**src/rtl/carfield_boot_pkg.sv**
```systemverilog
// carfield_boot_pkg
// Shared definitions for the Carfield multi-domain boot sequencer:
//   - boot_state_e        : sequencer FSM states
//   - EocTimeoutCode      : aggregate exit code reported when a domain times out
//   - Scratch* positions  : layout of the per-domain EOC scratch register
//   - scratch_exit_code() : extracts the exit code carried by a scratch word
package carfield_boot_pkg;

  typedef enum logic [2:0] {
    IDLE,
    RELEASE,
    FETCH,
    WAIT_EOC,
    NEXT,
    DONE
  } boot_state_e;

  localparam logic [31:0] EocTimeoutCode = 32'hFFFF_FFFF;

  // Scratch word: bit 0 flags end-of-computation, the remaining bits hold the exit code.
  localparam int ScratchEocBit  = 0;
  localparam int ScratchCodeLsb = 1;
  localparam int ScratchCodeMsb = 31;

  function automatic logic [31:0] scratch_exit_code(input logic [31:0] scratch);
    return {1'b0, scratch[ScratchCodeMsb:ScratchCodeLsb]};
  endfunction

endpackage

```
**src/rtl/carfield_boot_timer.sv**
```systemverilog
// carfield_boot_timer
// Loadable saturating up-counter. The sequencer reuses one instance for both the
// reset-release delay and the EOC timeout.
// Ports:
//   clk, rst_n  : clock and asynchronous active-low reset
//   load        : load load_value this cycle instead of counting
//   load_value  : value to load
//   count       : current count; sticks at all-ones instead of wrapping
module carfield_boot_timer #(
  parameter int Width = 24
) (
  input  logic             clk,
  input  logic             rst_n,
  input  logic             load,
  input  logic [Width-1:0] load_value,
  output logic [Width-1:0] count
);

  always_ff @(posedge clk or negedge rst_n) begin
    if (!rst_n) begin
      count <= '0;
    end else if (load) begin
      count <= load_value;
    end else if (count != '1) begin
      count <= count + Width'(1);
    end
  end

endmodule

```
**src/rtl/carfield_boot_seq.sv**
```systemverilog
// carfield_boot_seq
// Multi-domain boot sequencer. Enabled domains are brought up in ascending index
// order: release reset, present the boot address, wait RstDelay cycles, raise
// fetch-enable, then optionally wait for the domain's EOC (with timeout). The
// first non-zero exit code or timeout is kept as the aggregate result.
// Ports:
//   clk_i, rst_ni      : clock and asynchronous active-low reset
//   start_i            : one-cycle start pulse, honoured only when idle
//   dom_en_i           : domains taking part in the sequence (sampled at start)
//   dom_wait_i         : domains whose EOC is awaited (sampled at start)
//   boot_addr_i        : per-domain entry points (sampled at start)
//   timeout_i          : EOC timeout in cycles, 0 disables (sampled at start)
//   scratch_i          : per-domain EOC/exit-code registers
//   dom_rst_no         : per-domain reset, active low
//   dom_fetch_en_o     : per-domain fetch-enable level
//   dom_boot_addr_o    : per-domain registered boot address
//   busy_o, done_o     : sequence in progress / one-cycle completion pulse
//   exit_code_o        : aggregate result, held until the next start
//   fail_dom_o         : first failing domain
//   timeout_o          : the recorded failure was a timeout
module carfield_boot_seq #(
  parameter int NumDomains   = 3,
  parameter int AddrWidth    = 64,
  parameter int TimeoutWidth = 24,
  parameter int RstDelay     = 16
) (
  input  logic                                 clk_i,
  input  logic                                 rst_ni,
  input  logic                                 start_i,
  input  logic [NumDomains-1:0]                dom_en_i,
  input  logic [NumDomains-1:0]                dom_wait_i,
  input  logic [NumDomains-1:0][AddrWidth-1:0] boot_addr_i,
  input  logic [TimeoutWidth-1:0]              timeout_i,
  input  logic [NumDomains-1:0][31:0]          scratch_i,
  output logic [NumDomains-1:0]                dom_rst_no,
  output logic [NumDomains-1:0]                dom_fetch_en_o,
  output logic [NumDomains-1:0][AddrWidth-1:0] dom_boot_addr_o,
  output logic                                 busy_o,
  output logic                                 done_o,
  output logic [31:0]                          exit_code_o,
  output logic [$clog2(NumDomains)-1:0]        fail_dom_o,
  output logic                                 timeout_o
);

  import carfield_boot_pkg::*;

  localparam int IdxW = $clog2(NumDomains);
  // Last RELEASE count value: RELEASE lasts exactly RstDelay cycles.
  localparam logic [TimeoutWidth-1:0] RelLast = TimeoutWidth'(RstDelay - 1);

  boot_state_e                          state;
  logic [IdxW-1:0]                      cur;
  logic [NumDomains-1:0]                en_q;
  logic [NumDomains-1:0]                wait_q;
  logic [NumDomains-1:0][AddrWidth-1:0] addr_q;
  logic [TimeoutWidth-1:0]              timeout_q;

  logic                    timer_load;
  logic [TimeoutWidth-1:0] count;

  logic            first_found;
  logic [IdxW-1:0] first_idx;
  logic            next_found;
  logic [IdxW-1:0] next_idx;

  logic [31:0] eoc_code;
  logic        eoc_seen;
  logic        timed_out;

  // The timer runs only while waiting in RELEASE or WAIT_EOC; every other state
  // holds it at zero so both waits start counting from 0 on entry.
  assign timer_load = (state != RELEASE) && (state != WAIT_EOC);

  carfield_boot_timer #(
    .Width(TimeoutWidth)
  ) u_timer (
    .clk       (clk_i),
    .rst_n     (rst_ni),
    .load      (timer_load),
    .load_value('0),
    .count     (count)
  );

  // Lowest-set-bit search: the first enabled domain for a fresh start, and the
  // next enabled domain strictly above the current one. Iterating downwards
  // lets the lowest matching index win.
  always_comb begin
    first_found = 1'b0;
    first_idx   = '0;
    next_found  = 1'b0;
    next_idx    = '0;
    for (int i = NumDomains - 1; i >= 0; i--) begin
      if (dom_en_i[i]) begin
        first_found = 1'b1;
        first_idx   = IdxW'(i);
      end
      if (en_q[i] && (i > int'(cur))) begin
        next_found = 1'b1;
        next_idx   = IdxW'(i);
      end
    end
  end

  assign eoc_code  = scratch_exit_code(scratch_i[cur]);
  assign eoc_seen  = scratch_i[cur][ScratchEocBit];
  assign timed_out = (timeout_q != '0) && (count >= timeout_q);

  // Sequencer FSM. Outputs are registered and change on state entry, so a
  // domain's reset release is visible in its first RELEASE cycle and its
  // fetch-enable in its FETCH cycle. Released domains are never put back into
  // reset here; only rst_ni does that.
  always_ff @(posedge clk_i or negedge rst_ni) begin
    if (!rst_ni) begin
      state           <= IDLE;
      cur             <= '0;
      en_q            <= '0;
      wait_q          <= '0;
      addr_q          <= '0;
      timeout_q       <= '0;
      dom_rst_no      <= '0;
      dom_fetch_en_o  <= '0;
      dom_boot_addr_o <= '0;
      busy_o          <= 1'b0;
      done_o          <= 1'b0;
      exit_code_o     <= '0;
      fail_dom_o      <= '0;
      timeout_o       <= 1'b0;
    end else begin
      case (state)
        IDLE: begin
          if (start_i) begin
            en_q        <= dom_en_i;
            wait_q      <= dom_wait_i;
            addr_q      <= boot_addr_i;
            timeout_q   <= timeout_i;
            exit_code_o <= '0;
            fail_dom_o  <= '0;
            timeout_o   <= 1'b0;
            if (first_found) begin
              cur                        <= first_idx;
              dom_rst_no[first_idx]      <= 1'b1;
              dom_boot_addr_o[first_idx] <= boot_addr_i[first_idx];
              busy_o                     <= 1'b1;
              state                      <= RELEASE;
            end else begin
              done_o <= 1'b1;
              state  <= DONE;
            end
          end
        end

        RELEASE: begin
          if (count == RelLast) begin
            dom_fetch_en_o[cur] <= 1'b1;
            state               <= FETCH;
          end
        end

        FETCH: begin
          state <= wait_q[cur] ? WAIT_EOC : NEXT;
        end

        // EOC is checked before the timeout so a coincident pair resolves as EOC.
        WAIT_EOC: begin
          if (eoc_seen) begin
            if ((exit_code_o == '0) && (eoc_code != '0)) begin
              exit_code_o <= eoc_code;
              fail_dom_o  <= cur;
            end
            state <= NEXT;
          end else if (timed_out) begin
            if (exit_code_o == '0) begin
              exit_code_o <= EocTimeoutCode;
              timeout_o   <= 1'b1;
              fail_dom_o  <= cur;
            end
            state <= NEXT;
          end
        end

        NEXT: begin
          if (next_found) begin
            cur                       <= next_idx;
            dom_rst_no[next_idx]      <= 1'b1;
            dom_boot_addr_o[next_idx] <= addr_q[next_idx];
            state                     <= RELEASE;
          end else begin
            busy_o <= 1'b0;
            done_o <= 1'b1;
            state  <= DONE;
          end
        end

        DONE: begin
          done_o <= 1'b0;
          state  <= IDLE;
        end

        default: state <= IDLE;
      endcase
    end
  end

endmodule

```
**config.mk**
```make
export PLATFORM = sky130hd
export DESIGN_NAME = carfield_boot_seq
export DESIGN_NICKNAME = d
export VERILOG_FILES = /design/src/rtl/carfield_boot_pkg.sv /design/src/rtl/carfield_boot_timer.sv /design/src/rtl/carfield_boot_seq.sv
export SDC_FILE = /design/constraint.sdc
export NUM_CORES = 1
export LEC_CHECK = 0
export BUFFER_PORTS_ARGS = -buffer_cell sky130_fd_sc_hd__buf_2
export CAP_MARGIN = 0
export CELL_PAD_IN_SITES_DETAIL_PLACEMENT = 1
export CELL_PAD_IN_SITES_GLOBAL_PLACEMENT = 2
export CORE_AREA = 2 2 269 271
export DETAILED_ROUTE_END_ITERATION = 8
export DIE_AREA = 0 0 271 273
export GPL_TIMING_DRIVEN = 0
export PLACE_DENSITY_LB_ADDON = 0.1
export SETUP_SLACK_MARGIN = 0.05
export SLEW_MARGIN = 15
export SYNTH_ARGS = -nofsm -noshare
export SYNTH_HDL_FRONTEND = slang
export SYNTH_SLANG_ARGS = --single-unit
```
**constraint.sdc**
```tcl
create_clock -name clk_i -period 2.35 [get_ports clk_i]
set_input_delay 0.3525 -clock clk_i [delete_from_list [all_inputs] [get_ports clk_i]]
set_output_delay 0.3525 -clock clk_i [all_outputs]
set_load 0.01 [all_outputs]
```
==> qor.yml <==
grt_pass1_vias: 20900
startpoint_type: "flop"
finalNonFillerCells: 4031
via_count: 19200
tns_ns: -3.93
synth.avg_cell_area_um2: 9.06
dr.pass1.iters: 5
violations: "setup timing"
drcViolationCount: 0
placed_area_mm2: 0.0239
clk_path_buf_depth: 3
arrival_ns: 2.98
hpwlAfterDp_mm: 61.8
clkTransAtPathRegs_ns: 0.06
period_minus_slack_ns: 2.51
async_flop_share: 1.00
synthesis.nets: 2531
cellPowerDensity_mw_per_mm2: 1110
post-route-period-util: 1.07
wl_per_cell_um: 20.7
worst_slack_ns: -0.157
max_slew_margin: 0.528
yosysWarningCount: 0
grt_overflow_total: 0
clockRootBuffer: "clkbuf_16"
drive_gt1_frac: 0.275
area_growth_pct: 45.1
ys_types: 51
finish.utilization: 0.405
start_util: 0.279
dieArea_mm2: 0.0740
crit_required_ns: 2.83
critPathKind: "reg2reg"
setup_violations: 33
clkLatencyLatePin_ns: 0.60
clkSinkCount: 433
rsz0062_at_grt: "yes"
p_leak_nw: 14.3
fp.dieH_um: 273
hold_class: "in2reg"
synth_edf_count: 0
wl_met3_mm: 4.26
ys_seq_area_frac: 0.547
ys.flop_type: "dfrtp_1"
met1_length_mm: 37.1
grt_antenna_before_repair: 9
finalHoldViolCount: 0
outcome: "complete, but fails checks"
final_antenna_net_count: 0
grt_max_degree: 94
globalRouteTotalUtil: 0.223
route.met2.wl_mm: 40.5
ios: 556
worstMarginPinSlew_ns: 0.708
htree_levels: 2
cp_max_fo: 10
numPortBuffers: 554
core_area_mm2: 0.0710
end_kind: "flop"
cts_tree: "done"
ir_worst_vdd_mv: 0.536
nFillCells: 8279
netlist_instances: 2185
dpl_worst_slack_ns: -1.40
routed_wl_mm: 83.4
dp_cells: 3693
nNetsFinal: 3386
drv_slew: 0
synth_area_mm2: 0.0198
grt_pass1_wl_mm: 128
routed_via_density: 4.77
synth-seq-cells: 433
max_freq_mhz: 399
die_w_um: 271
design_area_mm2: 0.0287
skew_ns: 0.0221
rows: 98
numCtsBuffers: 53
top_layer: "met5"
place.gp.congestion: 0.847
drtIter0Drc: 837
maxCapViolations: 0
-- final cells by class --
| cell class | count | area [µm²] | share of cell area |
|---|---|---|---|
| Sequential cell | 433 | 10800 | 0.378 |
| Multi-Input combinational cell | 1559 | 8510 | 0.296 |
| Timing Repair Buffer | 801 | 5290 | 0.184 |
| Clock buffer | 80 | 1530 | 0.0532 |
| Tap cell | 950 | 1190 | 0.0414 |
| Buffer | 159 | 1060 | 0.0368 |
| Clock inverter | 13 | 166 | 0.00579 |
| Inverter | 33 | 128 | 0.00444 |
| Antenna cell | 3 | 7.51 | 0.000261 |
-- where the power goes --
| part | switching, mW | internal (mW) |
|---|---|---|
| clock | 3.36 | 4.79 |
| sequential | 1.79 | 10.5 |
| combinational | 6.97 | 4.51 |
| total | 12.1 | 19.8 |
-- synthesized netlist by cell type, types with 25 or more instances --
| cell | number | area (µm²) |
|---|---|---|
| and4b_1 | 59 | 591 |
| nand3_1 | 67 | 335 |
| nor4_1 | 29 | 181 |
| o2bb2ai_1 | 31 | 272 |
| a22oi_1 | 82 | 616 |
| nand2_1 | 769 | 2890 |
| inv_1 | 33 | 124 |
| a21oi_1 | 78 | 390 |
| mux2i_1 | 66 | 661 |
| o21ai_0 | 180 | 901 |
| clkbuf_1 | 118 | 443 |
| nor2_1 | 75 | 282 |
| ha_1 | 25 | 313 |
| dfrtp_1 | 433 | 10800 |
-- metal layers --
metal / track usage / vias to the layer above
met1: 0.289 / 9595
li1: - / 9115
met2: 0.381 / 427
met3: 0.0477 / 95
met4: 0.0493 / 10
met5: 0 / -
-- cell families after synthesis --
group	share of synthesized area
flops	0.547
simple gates	0.234
fa+ha+maj	0.0158
mux	0.0356
compound gates	0.118
xor+xnor	0.00752
buf+inv	0.0411
-- layout by cell type, fill, tap and decap left out, types with 14 or more instances in the layout --
cell type and count:
o2bb2ai_1 22, and4b_1 59, buf_4 36, a21oi_1 76, dfrtp_1 422, clkbuf_16 53, o21ai_0 173, clkbuf_2 32
nor4_1 20, clkbuf_4 14, clkbuf_1 66, dlygate4sd3_1 216, mux2i_1 54, inv_1 32, ha_1 25, nand2_1 765
clkbuf_8 16, nor2_1 71, nand3_1 66, buf_2 576, a22oi_1 82
-- registers in the layout, indices dropped and copies added, names as in the netlist --
signal	flops
dom_fetch_en_o	3
timeout_o	1
wait_q	3
en_q	2
done_o	1
addr_q	140
dom_rst_no	3
cur	2
dom_boot_addr_o	192
busy_o	1
fail_dom_o	2
timeout_q	24
state	3
u_timer.count	24
exit_code_o	32
-- worst paths after layout --
| path | from | to | slack, ns | depth (start not counted) |
|---|---|---|---|---|
| worst min-delay path | boot_addr_i[52] | dom_boot_addr_o[52]$_DFFE_PN0P_ | 0.04 | 3 |
| worst min register to register | dom_fetch_en_o[0]$_DFFE_PN0P_ | dom_fetch_en_o[0]$_DFFE_PN0P_ | 0.45 | 1 |
| min in group asynchronous | rst_ni | exit_code_o[16]$_DFFE_PN0P_ | 0.28 | 2 |
| worst max-delay path | cur[1]$_DFFE_PN0P_ | fail_dom_o[1]$_DFFE_PN0P_ | -0.16 | 10 |
| max in group asynchronous | rst_ni | addr_q[4]$_DFFE_PN0P_ | 0.59 | 4 |
| worst max register to register | cur[1]$_DFFE_PN0P_ | fail_dom_o[1]$_DFFE_PN0P_ | -0.16 | 10 |
-- stage by stage --
stage          total power [mW]  hold WS, ns
2_1_floorplan              17.8       0.0569
3_3_place_gp               22.4        0.438
3_5_place_dp               22.8        0.375
4_1_cts                    32.1      0.00237
5_1_grt                    34.2       0.0370
6_report                   31.9       0.0416
-- what timing repair did --
item	4_1_cts	5_1_grt
setup endpoints to repair	423	317
gates resized for setup	176	105
pin swaps	13	17
hold buffers	216	0
endpoints found under the hold margin	291	0
buffers inserted	15	12
-- critical path: stages (launching register included) --
cell	delay (ns)
dfrtp_1	0.37
buf_6	0.15
nor2b_1	0.14
buf_6	0.14
buf_6	0.15
o2bb2ai_2	0.15
nor4_2	0.34
nand4_1	0.17
o211ai_2	0.31
nand3_2	0.14
mux2_4	0.32
No activity file was read; power rests on OpenSTA's default activity.
